==> src/rtl/onchip_mem_block_master_if.sv <==
// Avalon-MM initiator bus between the block master and the on-chip RAM s1 port.
interface onchip_mem_block_master_if #(
  parameter int ADDR_W = 14
);
  logic [ADDR_W-1:0] avm_address;
  logic [3:0]        avm_byteenable;
  logic              avm_chipselect;
  logic              avm_write;
  logic [31:0]       avm_writedata;
  logic [31:0]       avm_readdata;
  logic              avm_waitrequest;
  logic              avm_clken;

  modport master (
    output avm_address, avm_byteenable, avm_chipselect, avm_write, avm_writedata, avm_clken,
    input  avm_readdata, avm_waitrequest
  );
  modport slave (
    input  avm_address, avm_byteenable, avm_chipselect, avm_write, avm_writedata, avm_clken,
    output avm_readdata, avm_waitrequest
  );
endinterface

==> src/rtl/onchip_mem_block_master.sv <==
// Block mover between valid/ready streams and the on-chip RAM over Avalon-MM.
// Optional busy-cycle counter: define ONCHIP_MEM_BLOCK_MASTER_PERF_EN.
module onchip_mem_block_master #(
  parameter int DEPTH        = 10240,
  parameter int ADDR_W       = 14,
  parameter int READ_LATENCY = 1,
  parameter int FIFO_DEPTH   = 4
) (
  input  logic              clk,
  input  logic              reset,
  input  logic              cmd_valid,
  output logic              cmd_ready,
  input  logic              cmd_write,
  input  logic [ADDR_W-1:0] cmd_addr,
  input  logic [ADDR_W-1:0] cmd_len,
  input  logic [31:0]       wr_data,
  input  logic              wr_valid,
  output logic              wr_ready,
  output logic [31:0]       rd_data,
  output logic              rd_valid,
  input  logic              rd_ready,
  output logic              busy,
  output logic              done,
  output logic [31:0]       perf_cycles,
  onchip_mem_block_master_if.master avm
);

  localparam int PTR_W = (FIFO_DEPTH > 1) ? $clog2(FIFO_DEPTH) : 1;
  localparam int CNT_W = $clog2(FIFO_DEPTH + READ_LATENCY + 1) + 1;

  typedef enum logic [2:0] {IDLE, WRITE, READ, DRAIN, DONE} state_t;
  typedef struct packed {
    logic [ADDR_W-1:0] addr;
    logic [ADDR_W-1:0] rem;
  } cmd_t;

  state_t state, state_nxt;
  cmd_t   cur, cur_nxt;

  logic [READ_LATENCY:1] vld_pipe;
  logic [31:0]           fifo_mem [FIFO_DEPTH];
  logic [PTR_W-1:0]      wr_ptr, rd_ptr;
  logic [CNT_W-1:0]      fifo_cnt, inflight;
  logic                  rd_issue, rd_acc, push, pop;
  logic                  cs_c, we_c, wr_ready_c;
  logic [31:0]           wd_c;

  function automatic logic [ADDR_W-1:0] addr_inc(input logic [ADDR_W-1:0] a);
    return (a == ADDR_W'(DEPTH - 1)) ? '0 : a + ADDR_W'(1);
  endfunction

  function automatic logic [PTR_W-1:0] ptr_inc(input logic [PTR_W-1:0] p);
    return (p == PTR_W'(FIFO_DEPTH - 1)) ? '0 : p + PTR_W'(1);
  endfunction

  // Reads in flight plus buffered words bound the issue rate, so returns always have a slot.
  always_comb begin
    inflight = '0;
    for (int i = 1; i <= READ_LATENCY; i++) inflight = inflight + CNT_W'(vld_pipe[i]);
  end

  always_comb begin
    state_nxt  = state;
    cur_nxt    = cur;
    cmd_ready  = 1'b0;
    wr_ready_c = 1'b0;
    rd_issue   = 1'b0;
    done       = 1'b0;
    cs_c       = 1'b0;
    we_c       = 1'b0;
    wd_c       = '0;
    case (state)
      IDLE: begin
        cmd_ready = 1'b1;
        if (cmd_valid) begin
          cur_nxt.addr = cmd_addr;
          cur_nxt.rem  = cmd_len;
          if (cmd_len == '0) state_nxt = DONE;
          else               state_nxt = cmd_write ? WRITE : READ;
        end
      end
      WRITE: begin
        wr_ready_c = ~avm.avm_waitrequest;
        cs_c       = wr_valid;
        we_c       = wr_valid;
        wd_c       = wr_data;
        if (wr_valid && !avm.avm_waitrequest) begin
          cur_nxt.addr = addr_inc(cur.addr);
          cur_nxt.rem  = cur.rem - ADDR_W'(1);
          if (cur.rem == ADDR_W'(1)) state_nxt = DONE;
        end
      end
      READ: begin
        rd_issue = (inflight + fifo_cnt) < CNT_W'(FIFO_DEPTH);
        cs_c     = rd_issue;
        if (rd_issue && !avm.avm_waitrequest) begin
          cur_nxt.addr = addr_inc(cur.addr);
          cur_nxt.rem  = cur.rem - ADDR_W'(1);
          if (cur.rem == ADDR_W'(1)) state_nxt = DRAIN;
        end
      end
      DRAIN: if (inflight == '0 && fifo_cnt == '0) state_nxt = DONE;
      DONE: begin
        done      = 1'b1;
        state_nxt = IDLE;
      end
      default: state_nxt = IDLE;
    endcase
  end

  assign rd_acc = rd_issue & ~avm.avm_waitrequest;

  always_ff @(posedge clk) begin
    if (reset) begin
      state    <= IDLE;
      cur      <= '0;
      vld_pipe <= '0;
    end else begin
      state       <= state_nxt;
      cur         <= cur_nxt;
      vld_pipe[1] <= rd_acc;
      for (int i = 2; i <= READ_LATENCY; i++) vld_pipe[i] <= vld_pipe[i-1];
    end
  end

  // Return buffer: no backpressure toward the RAM, capture is unconditional.
  assign push     = vld_pipe[READ_LATENCY];
  assign rd_valid = (fifo_cnt != '0);
  assign pop      = rd_valid & rd_ready;
  assign rd_data  = rd_valid ? fifo_mem[rd_ptr] : '0;

  always_ff @(posedge clk) begin
    if (reset) begin
      wr_ptr   <= '0;
      rd_ptr   <= '0;
      fifo_cnt <= '0;
    end else begin
      if (push) wr_ptr <= ptr_inc(wr_ptr);
      if (pop)  rd_ptr <= ptr_inc(rd_ptr);
      case ({push, pop})
        2'b10:   fifo_cnt <= fifo_cnt + CNT_W'(1);
        2'b01:   fifo_cnt <= fifo_cnt - CNT_W'(1);
        default: fifo_cnt <= fifo_cnt;
      endcase
    end
  end

  always_ff @(posedge clk) begin
    if (push) fifo_mem[wr_ptr] <= avm.avm_readdata;
  end

  // Strobes are masked by reset so the bus goes quiet in the cycle reset is sampled.
  assign avm.avm_chipselect = cs_c & ~reset;
  assign avm.avm_write      = we_c & ~reset;
  assign avm.avm_writedata  = wd_c;
  assign avm.avm_address    = cur.addr;
  assign avm.avm_byteenable = 4'hF;
  assign avm.avm_clken      = 1'b1;
  assign wr_ready           = wr_ready_c & ~reset;
  assign busy               = (state != IDLE);

`ifdef ONCHIP_MEM_BLOCK_MASTER_PERF_EN
  logic [31:0] perf_q;
  always_ff @(posedge clk) begin
    if (reset)                       perf_q <= '0;
    else if (cmd_valid && cmd_ready) perf_q <= '0;
    else if (busy && perf_q != '1)   perf_q <= perf_q + 32'd1;
  end
  assign perf_cycles = perf_q;
`else
  assign perf_cycles = '0;
`endif

endmodule
==> src/flat_wrapper.sv <==
// flat-port wrapper written by rule: the top's interface ports become plain ports
module onchip_mem_block_master_flat 
#(
  parameter int DEPTH        = 10240,
  parameter int ADDR_W       = 14,
  parameter int READ_LATENCY = 1,
  parameter int FIFO_DEPTH   = 4
)
  (clk, reset, cmd_valid, cmd_ready, cmd_write, cmd_addr, cmd_len, wr_data, wr_valid, wr_ready, rd_data, rd_valid, rd_ready, busy, done, perf_cycles, avm_avm_address, avm_avm_byteenable, avm_avm_chipselect, avm_avm_write, avm_avm_writedata, avm_avm_clken, avm_avm_readdata, avm_avm_waitrequest);
  onchip_mem_block_master_if #(.ADDR_W(ADDR_W)) avm_i ();
  input  logic clk;
  input  logic reset;
  input  logic cmd_valid;
  output logic cmd_ready;
  input  logic cmd_write;
  input  logic [ADDR_W-1:0] cmd_addr;
  input  logic [ADDR_W-1:0] cmd_len;
  input  logic [31:0] wr_data;
  input  logic wr_valid;
  output logic wr_ready;
  output logic [31:0] rd_data;
  output logic rd_valid;
  input  logic rd_ready;
  output logic busy;
  output logic done;
  output logic [31:0] perf_cycles;
  output wire logic [$bits(avm_i.avm_address)-1:0] avm_avm_address;
  output wire logic [$bits(avm_i.avm_byteenable)-1:0] avm_avm_byteenable;
  output wire logic [$bits(avm_i.avm_chipselect)-1:0] avm_avm_chipselect;
  output wire logic [$bits(avm_i.avm_write)-1:0] avm_avm_write;
  output wire logic [$bits(avm_i.avm_writedata)-1:0] avm_avm_writedata;
  output wire logic [$bits(avm_i.avm_clken)-1:0] avm_avm_clken;
  input wire logic [$bits(avm_i.avm_readdata)-1:0] avm_avm_readdata;
  input wire logic [$bits(avm_i.avm_waitrequest)-1:0] avm_avm_waitrequest;
  assign avm_avm_address = avm_i.avm_address;
  assign avm_avm_byteenable = avm_i.avm_byteenable;
  assign avm_avm_chipselect = avm_i.avm_chipselect;
  assign avm_avm_write = avm_i.avm_write;
  assign avm_avm_writedata = avm_i.avm_writedata;
  assign avm_avm_clken = avm_i.avm_clken;
  assign avm_i.avm_readdata = avm_avm_readdata;
  assign avm_i.avm_waitrequest = avm_avm_waitrequest;
  onchip_mem_block_master #(.DEPTH(DEPTH), .ADDR_W(ADDR_W), .READ_LATENCY(READ_LATENCY), .FIFO_DEPTH(FIFO_DEPTH)) u_core (.clk(clk), .reset(reset), .cmd_valid(cmd_valid), .cmd_ready(cmd_ready), .cmd_write(cmd_write), .cmd_addr(cmd_addr), .cmd_len(cmd_len), .wr_data(wr_data), .wr_valid(wr_valid), .wr_ready(wr_ready), .rd_data(rd_data), .rd_valid(rd_valid), .rd_ready(rd_ready), .busy(busy), .done(done), .perf_cycles(perf_cycles), .avm(avm_i));
endmodule
==> config.mk <==
export PLATFORM = sky130hd
export DESIGN_NAME = onchip_mem_block_master_flat
export DESIGN_NICKNAME = d
export VERILOG_FILES = /design/src/rtl/onchip_mem_block_master_if.sv /design/src/rtl/onchip_mem_block_master.sv /design/src/flat_wrapper.sv
export SDC_FILE = /design/constraint.sdc
export NUM_CORES = 1
export LEC_CHECK = 0
export CORE_ASPECT_RATIO = 1.75
export CORE_UTILIZATION = 40
export DETAILED_ROUTE_END_ITERATION = 12
export PLACE_DENSITY = 0.68
export SYNTH_ARGS = -nofsm -noshare
export SYNTH_HDL_FRONTEND = slang
export SYNTH_SLANG_ARGS = --single-unit
==> constraint.sdc <==
create_clock -name clk -period 4.05 [get_ports clk]
set_input_delay 0.81 -clock clk [delete_from_list [all_inputs] [get_ports clk]]
set_output_delay 0.81 -clock clk [all_outputs]
set_load 0.05 [all_outputs]
==> results.cfg <==
[status]
status = completed

[floorplan]
rows = 68
core_sq_um = 19910
die_area_sq_um = 21080
ioPinCount = 221
start_util_pct = 41.16
die_h_microns = 191.3
fp.dieW_microns = 110.2

[cells_and_area]
final_common_cell = clkdlybuf4s50_1
final_cell_area_sq_um = 10640
final_util_pct = 53.43
fin_nets = 920
areaGrowthSynthToFinish_pct = 29.82
antennaDiodeCount = 0
drive_above_1_share_pct = 12.03
instances_no_fill = 1068
layout_common_cells = clkdlybuf4s50_1 (180), edfxtp_1 (128), nor2_1 (41)
fillers = 1717

[timing]
setup_tns_ps = 0
max_slew_margin_pct = 33.06
max_slew.worst_pin.slew_ps = 1004
hold_viol = 0
finalSetupViolations = 0
setup_ws_ps = 410.5
rsz0062_at_grt = no
fin_crit_ps = 3639
finClkSkew_ps = 9.628
max_freq_ghz = 0.2748
holdWs_ps = 474.5
final-max-slew-violation-count = 0
post-route-period-util_pct = 89.86

[routing]
highest_layer = met4
vias = 5587
wl_microns = 18090
wl_met2_microns = 10130
drtIter0Drc = 196
ant_nets = 0
wl_per_cell_microns = 16.94
drt-met1-wl_microns = 6802
remaining_drc_errors = 0
first_pass_iters = 4
wl_met3_microns = 748
vias_per_cell = 5.231

[place]
dp_hpwl_microns = 12760
gp_congestion = 0.8414
placed_cell_area_sq_um = 10050
pre_cts_ws_ps = 797.1
dp_cells = 1036
portBuffers = 183

[clocking]
tritoncts = yes
clk_root_buffer_cell = clkbuf_16
clk_pin_slew_ps = 70
ctsResizeCount = 0
post_cts_buffers = 0
insertion_delay_ps = 420
cts_hold_buf = 0
clk_path_buf_depth = 2
cts_buffers = 17
cts.htree.levels = 4
numClockSinks = 170

[worst_setup_path]
regToRegStartpoint = u_core.fifo_cnt[3]$_SDFFE_PP0P_
worst_ep_arrival_time_ps = 2830
worstSetupPathType = reg -> out
cp_max_fo = 35
start_kind = register
r2r-end = u_core.fifo_cnt[2]$_SDFFE_PP0P_
rr_worst_depth = 10
reg2reg_slack_ps = 890
cp.required_ps = 3240
end_kind = output pin

[synth]
yosysWarnings = 0
synthCells = 651
async_flop_share_pct = 0
syn_area_sq_um = 8194
seq_area_frac_synth_pct = 57.17
synth_cell_types = 61
avgSynthCellArea_sq_um = 12.59
synth_edf_count = 128
synth_ff_type = edfxtp_1
ys_ff_latch = 170

[power]
power_density_nw_per_um2 = 653.6
irDropWorstVdd_mv = 0.4054
fin_total_pwr_mw = 6.952
leakagePower_nw = 3.801

[global_routing]
grt_start_max_net_pins = 39
overflow = 0
grt_pass1_wl_microns = 28350
groute.usage.overall_pct = 17.93
grt_pass1_vias = 5558
antenna_found_initial = 0

[job]
maxCapViolations = 0

[worst_hold_path]
hp-class = reg -> reg
min_path_cells = 2
hp-start = u_core.rd_ptr[1]$_SDFFE_PP0N_
[layout make-up]
type	instances	area [sq um]	share of cell area, %
sequential	170	4687	44.06
inverter	15	56.30	0.5293
clock inverter	15	165.2	1.553
multi-input combinational	411	3045	28.63
clock buffer	17	425.4	3.999
tap	245	306.5	2.882
timing repair buffer	195	1952	18.35
[cells in the mapped netlist, types with 2 or more instances]
cell type | count | share of area (%)
a221oi_1 | 5 | 0.53
nand3b_1 | 4 | 0.37
edfxtp_1 | 128 | 47
nand2_1 | 23 | 1.1
a32oi_1 | 6 | 0.64
or2_2 | 5 | 0.38
or3_1 | 3 | 0.23
buf_2 | 12 | 0.73
nor4_1 | 8 | 0.61
mux4_2 | 32 | 8.8
nor4b_1 | 2 | 0.21
clkbuf_1 | 26 | 1.2
inv_1 | 15 | 0.69
nor3b_1 | 3 | 0.27
and4_1 | 2 | 0.21
nor3_1 | 25 | 1.5
nor4bb_1 | 2 | 0.24
nor2_1 | 41 | 1.9
a211oi_1 | 6 | 0.55
nand4_1 | 3 | 0.23
mux2i_1 | 3 | 0.37
a21oi_1 | 23 | 1.4
a22oi_1 | 7 | 0.64
a311oi_1 | 2 | 0.21
a21o_1 | 16 | 1.5
ha_1 | 11 | 1.7
a31oi_1 | 2 | 0.15
o21a_1 | 2 | 0.18
dfxtp_1 | 42 | 10
xor2_1 | 6 | 0.64
o21ai_0 | 12 | 0.73
xnor2_1 | 4 | 0.43
and3_1 | 34 | 2.6
nand2b_1 | 3 | 0.23
o21ai_1 | 4 | 0.24
buf_4 | 51 | 4.7
and2_1 | 37 | 2.8
nand3_1 | 14 | 0.86
or4_1 | 4 | 0.37
conb_1 | 2 | 0.092
[state kept, by name (all words and copies together), names as in the netlist, named ones only]
name,flops
u_core.wr_ptr,2
u_core.fifo_cnt,4
u_core.push,1
u_core.state,3
u_core.fifo_mem,128
u_core.avm.avm_address,14
u_core.cur,14
u_core.rd_ptr,2
[where the power goes]
group,leakage (nW),switching [mW],internal (mW)
Sequential,1.50,0.219,2.05
Combinational,2.01,1.95,1.14
Clock,0.289,0.677,0.922
[worst max-delay path, cell delays in order (launching register included)]
cell and delay (ps):
dfxtp_1 350, or4_1 1010, and2_1 330, clkdlybuf4s50_1 700
[how the worst max path moves through the flow]
stage	depth (start not counted)	slack, ps	end	start
3_5_place_dp	3	800	rd_data[10]	u_core.fifo_cnt[3]$_SDFFE_PP0P_
3_3_place_gp	3	870	rd_data[5]	u_core.fifo_cnt[3]$_SDFFE_PP0P_
5_1_grt	3	260	rd_data[21]	u_core.fifo_cnt[3]$_SDFFE_PP0P_
2_1_floorplan	3	920	wr_ready	reset
6_report	3	410	rd_data[10]	u_core.fifo_cnt[3]$_SDFFE_PP0P_
4_1_cts	3	340	rd_data[10]	u_core.fifo_cnt[3]$_SDFFE_PP0P_
[cells by family after synthesis]
kind of cell / count (synthesis) / synth area share (%)
AND/OR/NAND/NOR: 220 / 14.87
flip-flops: 170 / 57.17
buffers and inverters: 105 / 7.329
AO/OA/AOI/OAI: 96 / 8.215
multiplexers: 37 / 9.574
adder cells (fa/ha/maj): 11 / 1.680
XOR/XNOR: 10 / 1.069
other: 2 / 0.09165
[metal layers]
layer / vias to the layer above / track usage [%]
met2: 189 / 33.77
met4: 0 / 7.692
met3: 24 / 3.307
met1: 2695 / 18.88
met5: - / 0
li1: 2679 / -
Note: power is estimated with default switching activity, not from simulation.
